File: config.mk
export PLATFORM = sky130hd
export DESIGN_NAME = gb_frame_bank_scheduler_flat
export DESIGN_NICKNAME = d
export VERILOG_FILES = /design/src/rtl/gb_frame_bank_scheduler_if.sv /design/src/rtl/gb_frame_bank_scheduler.sv /design/src/flat_wrapper.sv
export SDC_FILE = /design/constraint.sdc
export NUM_CORES = 1
export LEC_CHECK = 0
export ABC_AREA = 1
export CAP_MARGIN = 20
export CORE_ASPECT_RATIO = 1.2
export CORE_MARGIN = 5
export CORE_UTILIZATION = 49
export CTS_CLUSTER_SIZE = 10
export DETAILED_ROUTE_END_ITERATION = 8
export PLACE_DENSITY = 0.75
export SLEW_MARGIN = 10
export SYNTH_ARGS = -nofsm -noshare
export SYNTH_HDL_FRONTEND = slang
export SYNTH_SLANG_ARGS = --single-unit
File: constraint.sdc
create_clock -name clk -period 1.8 [get_ports clk]
set_clock_uncertainty 0.1 [all_clocks]
set_input_delay 0.36 -clock clk [delete_from_list [all_inputs] [get_ports clk]]
set_output_delay 0.36 -clock clk [all_outputs]
set_load 0.02 [all_outputs]
File: src/rtl/gb_frame_bank_scheduler_if.sv
// ----------------------------------------------------------------------------
// gb_frame_bank_scheduler_if
//   Bundle between the LCD pixel conduit, the frame RAM write port and the VGA
//   read-bank select of the triple-buffer scheduler.
//
//   Handshake: the pixel stream is valid-only. px_valid has no ready/backpressure;
//   a pixel is consumed on every clk edge where px_valid is high, and px_data is
//   only meaningful in that cycle. lcd_frame_start and disp_vsync are single-cycle
//   pulses sampled on the same edge.
//
//   master : pixel/sync source (drives px_*, lcd_frame_start, disp_vsync, freeze)
//   slave  : the scheduler (drives wr_*, rd_bank, counters and debug state)
//
//   Signals
//     px_valid, px_data[1:0], lcd_frame_start, disp_vsync, freeze   -> scheduler
//     wr_en, wr_bank[1:0], wr_addr[ADDR_W-1:0], wr_data[1:0]          <- scheduler
//     rd_bank[1:0], dropped_cnt, repeat_cnt, sync_err_cnt [15:0]      <- scheduler
//     dbg_w_bank, dbg_p_bank [1:0], dbg_pend_valid                    <- scheduler
// ----------------------------------------------------------------------------
interface gb_frame_bank_scheduler_if #(
  parameter int ADDR_W = 15
);
  logic              px_valid;
  logic [1:0]        px_data;
  logic              lcd_frame_start;
  logic              disp_vsync;
  logic              freeze;

  logic              wr_en;
  logic [1:0]        wr_bank;
  logic [ADDR_W-1:0] wr_addr;
  logic [1:0]        wr_data;
  logic [1:0]        rd_bank;
  logic [15:0]       dropped_cnt;
  logic [15:0]       repeat_cnt;
  logic [15:0]       sync_err_cnt;

  // Bank-role state, exposed so checkers can see W/P/pending directly.
  logic [1:0]        dbg_w_bank;
  logic [1:0]        dbg_p_bank;
  logic              dbg_pend_valid;

  modport master (
    output px_valid, px_data, lcd_frame_start, disp_vsync, freeze,
    input  wr_en, wr_bank, wr_addr, wr_data, rd_bank,
           dropped_cnt, repeat_cnt, sync_err_cnt,
           dbg_w_bank, dbg_p_bank, dbg_pend_valid
  );

  modport slave (
    input  px_valid, px_data, lcd_frame_start, disp_vsync, freeze,
    output wr_en, wr_bank, wr_addr, wr_data, rd_bank,
           dropped_cnt, repeat_cnt, sync_err_cnt,
           dbg_w_bank, dbg_p_bank, dbg_pend_valid
  );
endinterface

File: src/rtl/gb_frame_bank_scheduler.sv
// ----------------------------------------------------------------------------
// gb_frame_bank_scheduler
//   Triple-buffer scheduler for the GameBoy LCD framebuffer. Converts the 2-bit
//   pixel stream into frame-RAM write strobes (bank + linear address y*GB_W+x)
//   and selects the bank the VGA scaler reads. The read bank only changes on
//   display vsync, so the displayed picture never tears.
//
//   Three banks play the roles W (being written), R (being displayed) and
//   P (pending: last completed frame, valid when pend_valid=1). {W,R,P} is
//   always a permutation of {0,1,2}.
//
//   Ports
//     clk    : single clock
//     reset  : synchronous, active-high; wins over every other input
//     bus    : gb_frame_bank_scheduler_if.slave (pixel input, RAM write
//              port, rd_bank, saturating event counters, debug state)
// ----------------------------------------------------------------------------
module gb_frame_bank_scheduler #(
  parameter int GB_W   = 160,
  parameter int GB_H   = 144,
  parameter int ADDR_W = 15
) (
  input logic                      clk,
  input logic                      reset,
  gb_frame_bank_scheduler_if.slave bus
);

  localparam int              FRAME_PX = GB_W * GB_H;
  localparam logic [ADDR_W-1:0] LAST_PX = ADDR_W'(FRAME_PX - 1);

  // Role registers
  logic [1:0]        w_q, r_q, p_q;
  logic              pend_q;
  logic [ADDR_W-1:0] cnt_q;

  // Registered write port
  logic              wr_en_q;
  logic [1:0]        wr_bank_q;
  logic [ADDR_W-1:0] wr_addr_q;
  logic [1:0]        wr_data_q;

  // Event counters
  logic [15:0]       dropped_q, repeat_q, sync_err_q;

  // Next-state values
  logic [1:0]        w_n, r_n, p_n;
  logic              pend_n;
  logic [ADDR_W-1:0] cnt_n;
  logic [ADDR_W-1:0] pix_addr;
  logic              sync_abort;
  logic              frame_done;
  logic              vsync_live;
  logic              inc_dropped, inc_repeat, inc_sync;

  function automatic logic [15:0] sat_inc(input logic [15:0] v, input logic en);
    sat_inc = (en && v != 16'hFFFF) ? v + 16'd1 : v;
  endfunction

  always_comb begin
    w_n         = w_q;
    r_n         = r_q;
    p_n         = p_q;
    pend_n      = pend_q;
    inc_dropped = 1'b0;
    inc_repeat  = 1'b0;

    // A frame start with a partial frame in flight abandons it; a pixel in the
    // same cycle becomes pixel 0 of the new frame. With cnt==0 it changes nothing.
    sync_abort = bus.lcd_frame_start && (cnt_q != '0);
    inc_sync   = sync_abort;
    pix_addr   = bus.lcd_frame_start ? '0 : cnt_q;

    frame_done = bus.px_valid && (pix_addr == LAST_PX);

    if (bus.px_valid) begin
      cnt_n = frame_done ? '0 : pix_addr + ADDR_W'(1);
    end else begin
      cnt_n = pix_addr;
    end

    // Completion is applied before vsync so a frame finishing on the vsync
    // edge is displayed immediately.
    if (frame_done) begin
      w_n         = p_q;
      p_n         = w_q;
      pend_n      = 1'b1;
      inc_dropped = pend_q;
    end

    vsync_live = bus.disp_vsync && !bus.freeze;
    if (vsync_live) begin
      if (pend_n) begin
        r_n    = p_n;
        p_n    = r_q;
        pend_n = 1'b0;
      end else begin
        inc_repeat = 1'b1;
      end
    end
  end

  always_ff @(posedge clk) begin
    if (reset) begin
      w_q        <= 2'd0;
      r_q        <= 2'd1;
      p_q        <= 2'd2;
      pend_q     <= 1'b0;
      cnt_q      <= '0;
      wr_en_q    <= 1'b0;
      wr_bank_q  <= 2'd0;
      wr_addr_q  <= '0;
      wr_data_q  <= 2'd0;
      dropped_q  <= 16'd0;
      repeat_q   <= 16'd0;
      sync_err_q <= 16'd0;
    end else begin
      wr_en_q <= bus.px_valid;
      if (bus.px_valid) begin
        // The last pixel of a frame still lands in the old W bank.
        wr_bank_q <= w_q;
        wr_addr_q <= pix_addr;
        wr_data_q <= bus.px_data;
      end
      w_q        <= w_n;
      r_q        <= r_n;
      p_q        <= p_n;
      pend_q     <= pend_n;
      cnt_q      <= cnt_n;
      dropped_q  <= sat_inc(dropped_q, inc_dropped);
      repeat_q   <= sat_inc(repeat_q, inc_repeat);
      sync_err_q <= sat_inc(sync_err_q, inc_sync);
    end
  end

  assign bus.wr_en          = wr_en_q;
  assign bus.wr_bank        = wr_bank_q;
  assign bus.wr_addr        = wr_addr_q;
  assign bus.wr_data        = wr_data_q;
  assign bus.rd_bank        = r_q;
  assign bus.dropped_cnt    = dropped_q;
  assign bus.repeat_cnt     = repeat_q;
  assign bus.sync_err_cnt   = sync_err_q;
  assign bus.dbg_w_bank     = w_q;
  assign bus.dbg_p_bank     = p_q;
  assign bus.dbg_pend_valid = pend_q;

endmodule

File: src/flat_wrapper.sv
// flat-port wrapper written by rule: the top's interface ports become plain ports
module gb_frame_bank_scheduler_flat 
#(
  parameter int GB_W   = 160,
  parameter int GB_H   = 144,
  parameter int ADDR_W = 15
)
  (clk, reset, bus_px_valid, bus_px_data, bus_lcd_frame_start, bus_disp_vsync, bus_freeze, bus_wr_en, bus_wr_bank, bus_wr_addr, bus_wr_data, bus_rd_bank, bus_dropped_cnt, bus_repeat_cnt, bus_sync_err_cnt, bus_dbg_w_bank, bus_dbg_p_bank, bus_dbg_pend_valid);
  gb_frame_bank_scheduler_if #(.ADDR_W(ADDR_W)) bus_i ();
  input logic clk;
  input logic reset;
  input wire logic [$bits(bus_i.px_valid)-1:0] bus_px_valid;
  input wire logic [$bits(bus_i.px_data)-1:0] bus_px_data;
  input wire logic [$bits(bus_i.lcd_frame_start)-1:0] bus_lcd_frame_start;
  input wire logic [$bits(bus_i.disp_vsync)-1:0] bus_disp_vsync;
  input wire logic [$bits(bus_i.freeze)-1:0] bus_freeze;
  output wire logic [$bits(bus_i.wr_en)-1:0] bus_wr_en;
  output wire logic [$bits(bus_i.wr_bank)-1:0] bus_wr_bank;
  output wire logic [$bits(bus_i.wr_addr)-1:0] bus_wr_addr;
  output wire logic [$bits(bus_i.wr_data)-1:0] bus_wr_data;
  output wire logic [$bits(bus_i.rd_bank)-1:0] bus_rd_bank;
  output wire logic [$bits(bus_i.dropped_cnt)-1:0] bus_dropped_cnt;
  output wire logic [$bits(bus_i.repeat_cnt)-1:0] bus_repeat_cnt;
  output wire logic [$bits(bus_i.sync_err_cnt)-1:0] bus_sync_err_cnt;
  output wire logic [$bits(bus_i.dbg_w_bank)-1:0] bus_dbg_w_bank;
  output wire logic [$bits(bus_i.dbg_p_bank)-1:0] bus_dbg_p_bank;
  output wire logic [$bits(bus_i.dbg_pend_valid)-1:0] bus_dbg_pend_valid;
  assign bus_i.px_valid = bus_px_valid;
  assign bus_i.px_data = bus_px_data;
  assign bus_i.lcd_frame_start = bus_lcd_frame_start;
  assign bus_i.disp_vsync = bus_disp_vsync;
  assign bus_i.freeze = bus_freeze;
  assign bus_wr_en = bus_i.wr_en;
  assign bus_wr_bank = bus_i.wr_bank;
  assign bus_wr_addr = bus_i.wr_addr;
  assign bus_wr_data = bus_i.wr_data;
  assign bus_rd_bank = bus_i.rd_bank;
  assign bus_dropped_cnt = bus_i.dropped_cnt;
  assign bus_repeat_cnt = bus_i.repeat_cnt;
  assign bus_sync_err_cnt = bus_i.sync_err_cnt;
  assign bus_dbg_w_bank = bus_i.dbg_w_bank;
  assign bus_dbg_p_bank = bus_i.dbg_p_bank;
  assign bus_dbg_pend_valid = bus_i.dbg_pend_valid;
  gb_frame_bank_scheduler #(.GB_W(GB_W), .GB_H(GB_H), .ADDR_W(ADDR_W)) u_core (.clk(clk), .reset(reset), .bus(bus_i));
endmodule
== Word-level counts from Yosys, hierarchy flattened ==
Cells that the tools add are included.
Storage, ports and cells
  bits in registers: 90
  bits of input ports: 8
  output and inout bits: 75
  word-level logic and storage cells: 40
Cells by class
  $add $sub $neg: 4
  equal/unequal tests: 4
  mux-type cells: 10
  reduce and logical (&&, ||, !) cells: 10
Operator list (number)
  $add 16x1->16 const B: 3
  $ne 16x16->1 const B: 3
  $mux 15: 3
  $add 15x1->15 const B: 1
  $eq 15x15->1 const B: 1
  $reduce_bool 15->1: 1
  $logic_and 1x1->1: 6
  $mux 2: 3
  $mux 1: 4
  $reduce_and 2->1: 1
  $reduce_or 2->1: 1
  $logic_not 1->1: 1

== Logic depth before layout (Yosys ltp) ==
  depth in word-level cells: 7
  depth in mapped cells: 15
  depth with buffers taken out: 14

== Worst setup path before layout ==
Ideal clock, no wire load.
  path kind: input -> register
  from: in bus_lcd_frame_start
  to: reg u_core.repeat_q[10] (netlist: u_core.bus.repeat_cnt[10])
  arrival: 1.709 ns
  slack: -0.149 ns
  stages: 15
  buffers on the path: 2
  cells stage by stage: inv_2 buf_6 nand2_1 inv_1 ha_1 nand2_1 inv_1 nand2_2 nor2_2 nand2_2 nor2_4 nor2_4 buf_6 nand4_1 a21oi_2
Between the ends
  longest elaborated chain between the ends: 7
RTL lines
  from (decl): RTL line flat_wrapper.sv:14  | input wire logic [$bits(bus_i.lcd_frame_start)-1:0] bus_lcd_frame_start;
  $mux 15: RTL line gb_frame_bank_scheduler.sv:71  | pix_addr = bus.lcd_frame_start ? '0 : cnt_q;
  net u_core.pix_addr[0]: RTL line gb_frame_bank_scheduler.sv:49  | logic [ADDR_W-1:0] pix_addr;
  $eq 15x15->1: RTL line gb_frame_bank_scheduler.sv:73  | frame_done = bus.px_valid && (pix_addr == LAST_PX);
  $logic_and 1x1->1: RTL line gb_frame_bank_scheduler.sv:73
  $mux 1: RTL line gb_frame_bank_scheduler.sv:83  | if (frame_done) begin
  $mux 1: RTL line gb_frame_bank_scheduler.sv:92  | if (pend_n) begin
  $mux 1: RTL line gb_frame_bank_scheduler.sv:91  | if (vsync_live) begin
  $logic_and 1x1->1: RTL line gb_frame_bank_scheduler.sv:56  | sat_inc = (en && v != 16'hFFFF) ? v + 16'd1 : v;
  to (signal assigned): RTL line gb_frame_bank_scheduler.sv:130  | repeat_q <= sat_inc(repeat_q, inc_repeat);
  to (decl): RTL line gb_frame_bank_scheduler.sv:43  | logic [15:0] dropped_q, repeat_q, sync_err_q;
The timed path passes the listed nets, and every way through them passes these cells.
A chain may end at the register's enable or synchronous reset.

== Final worst setup path ==
  from: reg u_core.cnt_q[1]
  to: reg u_core.dropped_q[9] (netlist: u_core.bus.dropped_cnt[9])
Between the ends
  longest elaborated chain between the ends: 5
RTL lines
  from (decl): RTL line gb_frame_bank_scheduler.sv:34  | logic [ADDR_W-1:0] cnt_q;
  from (signal assigned): RTL line gb_frame_bank_scheduler.sv:128  | cnt_q <= cnt_n;
  $mux 15: RTL line gb_frame_bank_scheduler.sv:71
  net u_core.pix_addr[1]: RTL line gb_frame_bank_scheduler.sv:49
  $eq 15x15->1: RTL line gb_frame_bank_scheduler.sv:73
  $logic_and 1x1->1: RTL line gb_frame_bank_scheduler.sv:73
  $mux 1: RTL line gb_frame_bank_scheduler.sv:83
  $logic_and 1x1->1: RTL line gb_frame_bank_scheduler.sv:56
  to (signal assigned): RTL line gb_frame_bank_scheduler.sv:129  | dropped_q <= sat_inc(dropped_q, inc_dropped);
  to (decl): RTL line gb_frame_bank_scheduler.sv:43
The timed path passes the listed nets, and every way through them passes these cells.

==> results.sh <==
export IMPL_hold_end="u_core.cnt_q[7]"
export IMPL_die_w_um=102.5
export IMPL_reg2reg_to="u_core.bus.dropped_cnt[9]"
export IMPL_yosysTopAreaCell="dfxtp_1"
export IMPL_numClockSinks=90
export IMPL_io_buffer_count=82
export IMPL_root_buffer="clkbuf_16"
export IMPL_synth_seq_cells=90
export IMPL_worstPathCellList="inv_2 -> nor2_4 -> ha_4 -> nand2_4 -> nor2_4 -> buf_4 -> nand3_2 -> nor2_1 -> nand4_4 -> nand2_1 -> a21oi_2"
export IMPL_yosys_warnings=0
export IMPL_synth_async_reset_ratio_pct=0
export IMPL_ir_drop_uv=417.4
export IMPL_syn_avg_cell_area_um2=7.012
export IMPL_synth_cells=717
export IMPL_cp_start_kind="register"
export IMPL_cts_tree="yes"
export IMPL_fin_nets=869
export IMPL_insertion_delay_ns=0.34
export IMPL_grt_use_total_pct=22.37
export IMPL_setup_violations=8
export IMPL_critPathKind="register to register"
export IMPL_synth_top_cell_area_share_pct=35.84
export IMPL_start_util_pct=50.23
export IMPL_fp_dieH_um=121.0
export IMPL_antenna_left=0
export IMPL_slowest_stage="dfxtp_2"
export IMPL_vias=5242
export IMPL_first_iter_violations=205
export IMPL_ctsLongestPathBuffers=2
export IMPL_path_clk_slew_ns=0.07
export IMPL_finalHoldViolCount=0
export IMPL_final_min_clock_period_ns=1.813
export IMPL_drive_above_1_share_pct=22.85
export IMPL_whs_path_depth=4
export IMPL_fin_ws_ns=-0.01318
export IMPL_holdWs_ns=0.3214
export IMPL_reg2reg_slack_ns=-0.01
export IMPL_hold_path_class="input port to register"
export IMPL_total_power_uw=4393
export IMPL_worst_path_max_fanout=8
export IMPL_rsz0062_at_grt="true"
export IMPL_worst_r2r_cell_count=11
export IMPL_ys_types=35
export IMPL_finalNonFillerCells=988
export IMPL_synth_most_common_cell="nand2_1"
export IMPL_syn_area_um2=5027
export IMPL_max_freq_mhz=551.5
export IMPL_cap_violations=0
export IMPL_die_area_um2=12390
export IMPL_r2r_start="u_core.cnt_q[1]"
export IMPL_cellPowerDensity_nw_per_um2=629.3
export IMPL_crit_path_max_incr_delay_ns=0.32
export IMPL_synthTopCellsByCount="169 x nand2_1, 100 x nor2_1, 90 x dfxtp_1, 66 x inv_1, 51 x a21oi_1"
export IMPL_wirelength_um=14120
export IMPL_core_area_um2=10010
export IMPL_first_pass_iters=5
export IMPL_power_leakage_uw=0.003088
export IMPL_critPathArrivalTime_ns=1.94
export IMPL_antennaDiodeCount=0
export IMPL_grt_pass1_vias=5137
export IMPL_fill_cells=824
export IMPL_synth_edf_count=0
export IMPL_crit_path_end_kind="register"
export IMPL_synth_area_top_cells="dfxtp_1 36%, nand2_1 13%, nor2_1 7.5%"
export IMPL_slew_headroom_pct=78.45
export IMPL_h_tree_depth=3
export IMPL_syn_nets=729
export IMPL_crit_required_ns=1.93
export IMPL_drc=0
export IMPL_worstMarginPinSlew_ns=0.3229
export IMPL_hpwl_um=9746
export IMPL_rows=40
export IMPL_ios=83
export IMPL_critical_path_most_common_cell="nor2_4"
export IMPL_vias_per_cell=5.306
export IMPL_violations="setup timing"
export IMPL_grt_max_degree=32
export IMPL_seq_area_frac_synth_pct=35.84
export IMPL_wl_per_cell_um=14.29
export IMPL_cts_buffers=9
export IMPL_period_share_pct=100.7
export IMPL_dpl_cell_count=961
export IMPL_yosys_most_used_dff="dfxtp_1"
export IMPL_slew_viol_final=0
export IMPL_min_from="reset"
export IMPL_status="finished with violations"
export IMPL_antenna_found_initial=0
export IMPL_place_congestion=0.8601
export IMPL_syn_to_final_growth_pct=38.85
export IMPL_grt_pass1_wl_um=22770
export IMPL_grt_ovfl_total=0
## registers in the layout (all words and copies together), names as in the netlist
signal                     flops
u_core.bus.wr_en               1
u_core.bus.rd_bank             2
u_core.bus.dbg_pend_valid      1
u_core.bus.dropped_cnt        16
u_core.bus.sync_err_cnt       16
u_core.bus.wr_addr            15
u_core.bus.dbg_w_bank          2
u_core.bus.repeat_cnt         16
u_core.bus.wr_data             2
u_core.bus.dbg_p_bank          2
u_core.cnt_q                  15
u_core.bus.wr_bank             2
## stage by stage
stage	cell area, um^2	setup WS (ns)	util, %	TNS (ns)
after floorplan	5074	-0.06829	-	-0.5404
after global placement	6359	-0.6009	63.53	-31.37
after detailed placement	6359	-0.6477	63.53	-34.09
after CTS	6688	-0.01829	66.81	-0.01829
after global routing	6980	-0.1234	69.74	-2.059
final	6980	-0.01318	69.74	-0.04938
## report_power, final
part	internal (uW)	switching, uW
registers	2020	15.2
logic	123	186
clock network	1250	799
total	3390	1000
## cell families after synthesis
logic type               share of synthesized area (%)
AO/OA/AOI/OAI                                    10.10
XOR/XNOR                                         5.226
adder cells (fa/ha/maj)                         0.9956
buffers and inverters                            8.064
flip-flops                                       35.84
AND/OR/NAND/NOR                                  39.77
## final cells by class
class | count | area [um^2] | share of cell area [%]
clock buffer | 11 | 242.7 | 3.477
clock inverter | 5 | 77.57 | 1.111
inverter | 70 | 275.3 | 3.943
timing repair buffer | 151 | 1368 | 19.59
tap | 126 | 157.7 | 2.258
sequential | 90 | 1808 | 25.90
multi-input combinational | 535 | 3052 | 43.72
## how the worst max path moves through the flow
stage | slack, ns | from | cells past startpoint | to
after floorplan | -0.07 | bus_lcd_frame_start | 13 | u_core.bus.repeat_cnt[10]
after global placement | -0.60 | bus_lcd_frame_start | 11 | u_core.bus.repeat_cnt[0]
after detailed placement | -0.65 | bus_lcd_frame_start | 11 | u_core.bus.repeat_cnt[4]
after CTS | -0.02 | u_core.cnt_q[1] | 13 | u_core.bus.dropped_cnt[13]
after global routing | -0.12 | u_core.cnt_q[1] | 14 | u_core.bus.rd_bank[1]
final | -0.01 | u_core.cnt_q[1] | 11 | u_core.bus.dropped_cnt[9]
## cells in the final DEF (no fill, tap or decap), types with 15 or more instances in the layout
master / instances
o21ai_0: 26
a21oi_1: 41
nor2_1: 95
inv_1: 60
dfxtp_1: 85
buf_4: 63
nand3_1: 36
dlygate4sd2_1: 42
clkdlybuf4s50_1: 27
nand2_2: 16
a21oi_2: 19
nand4_1: 28
nand2_1: 164
xor2_1: 20
nand3_2: 15
## what timing repair did
action | CTS | global route
hold buffers | 0 | 0
setup endpoints to repair | 92 | 56
setup buffers | 3 | 6
pin swaps | 10 | 14
cloned | 1 | 2
resized for setup | 52 | 59
## critical path, delay by kind of cell, from the launching register on
kind            cells  cell delay (ns)
simple gates        7             0.89
flops               1             0.32
buf+inv             2             0.17
fa+ha+maj           1             0.15
compound gates      1             0.06
## per-layer routing
layer	GRT usage, %	vias up	share of wire [%]
met1	26.27	2428	40
met3	5.003	42	5.8
met4	8.285	0	2.9
met5	0	-	0
li1	-	2606	-
met2	39.05	166	51
Note: power is estimated with default switching activity, not from simulation.
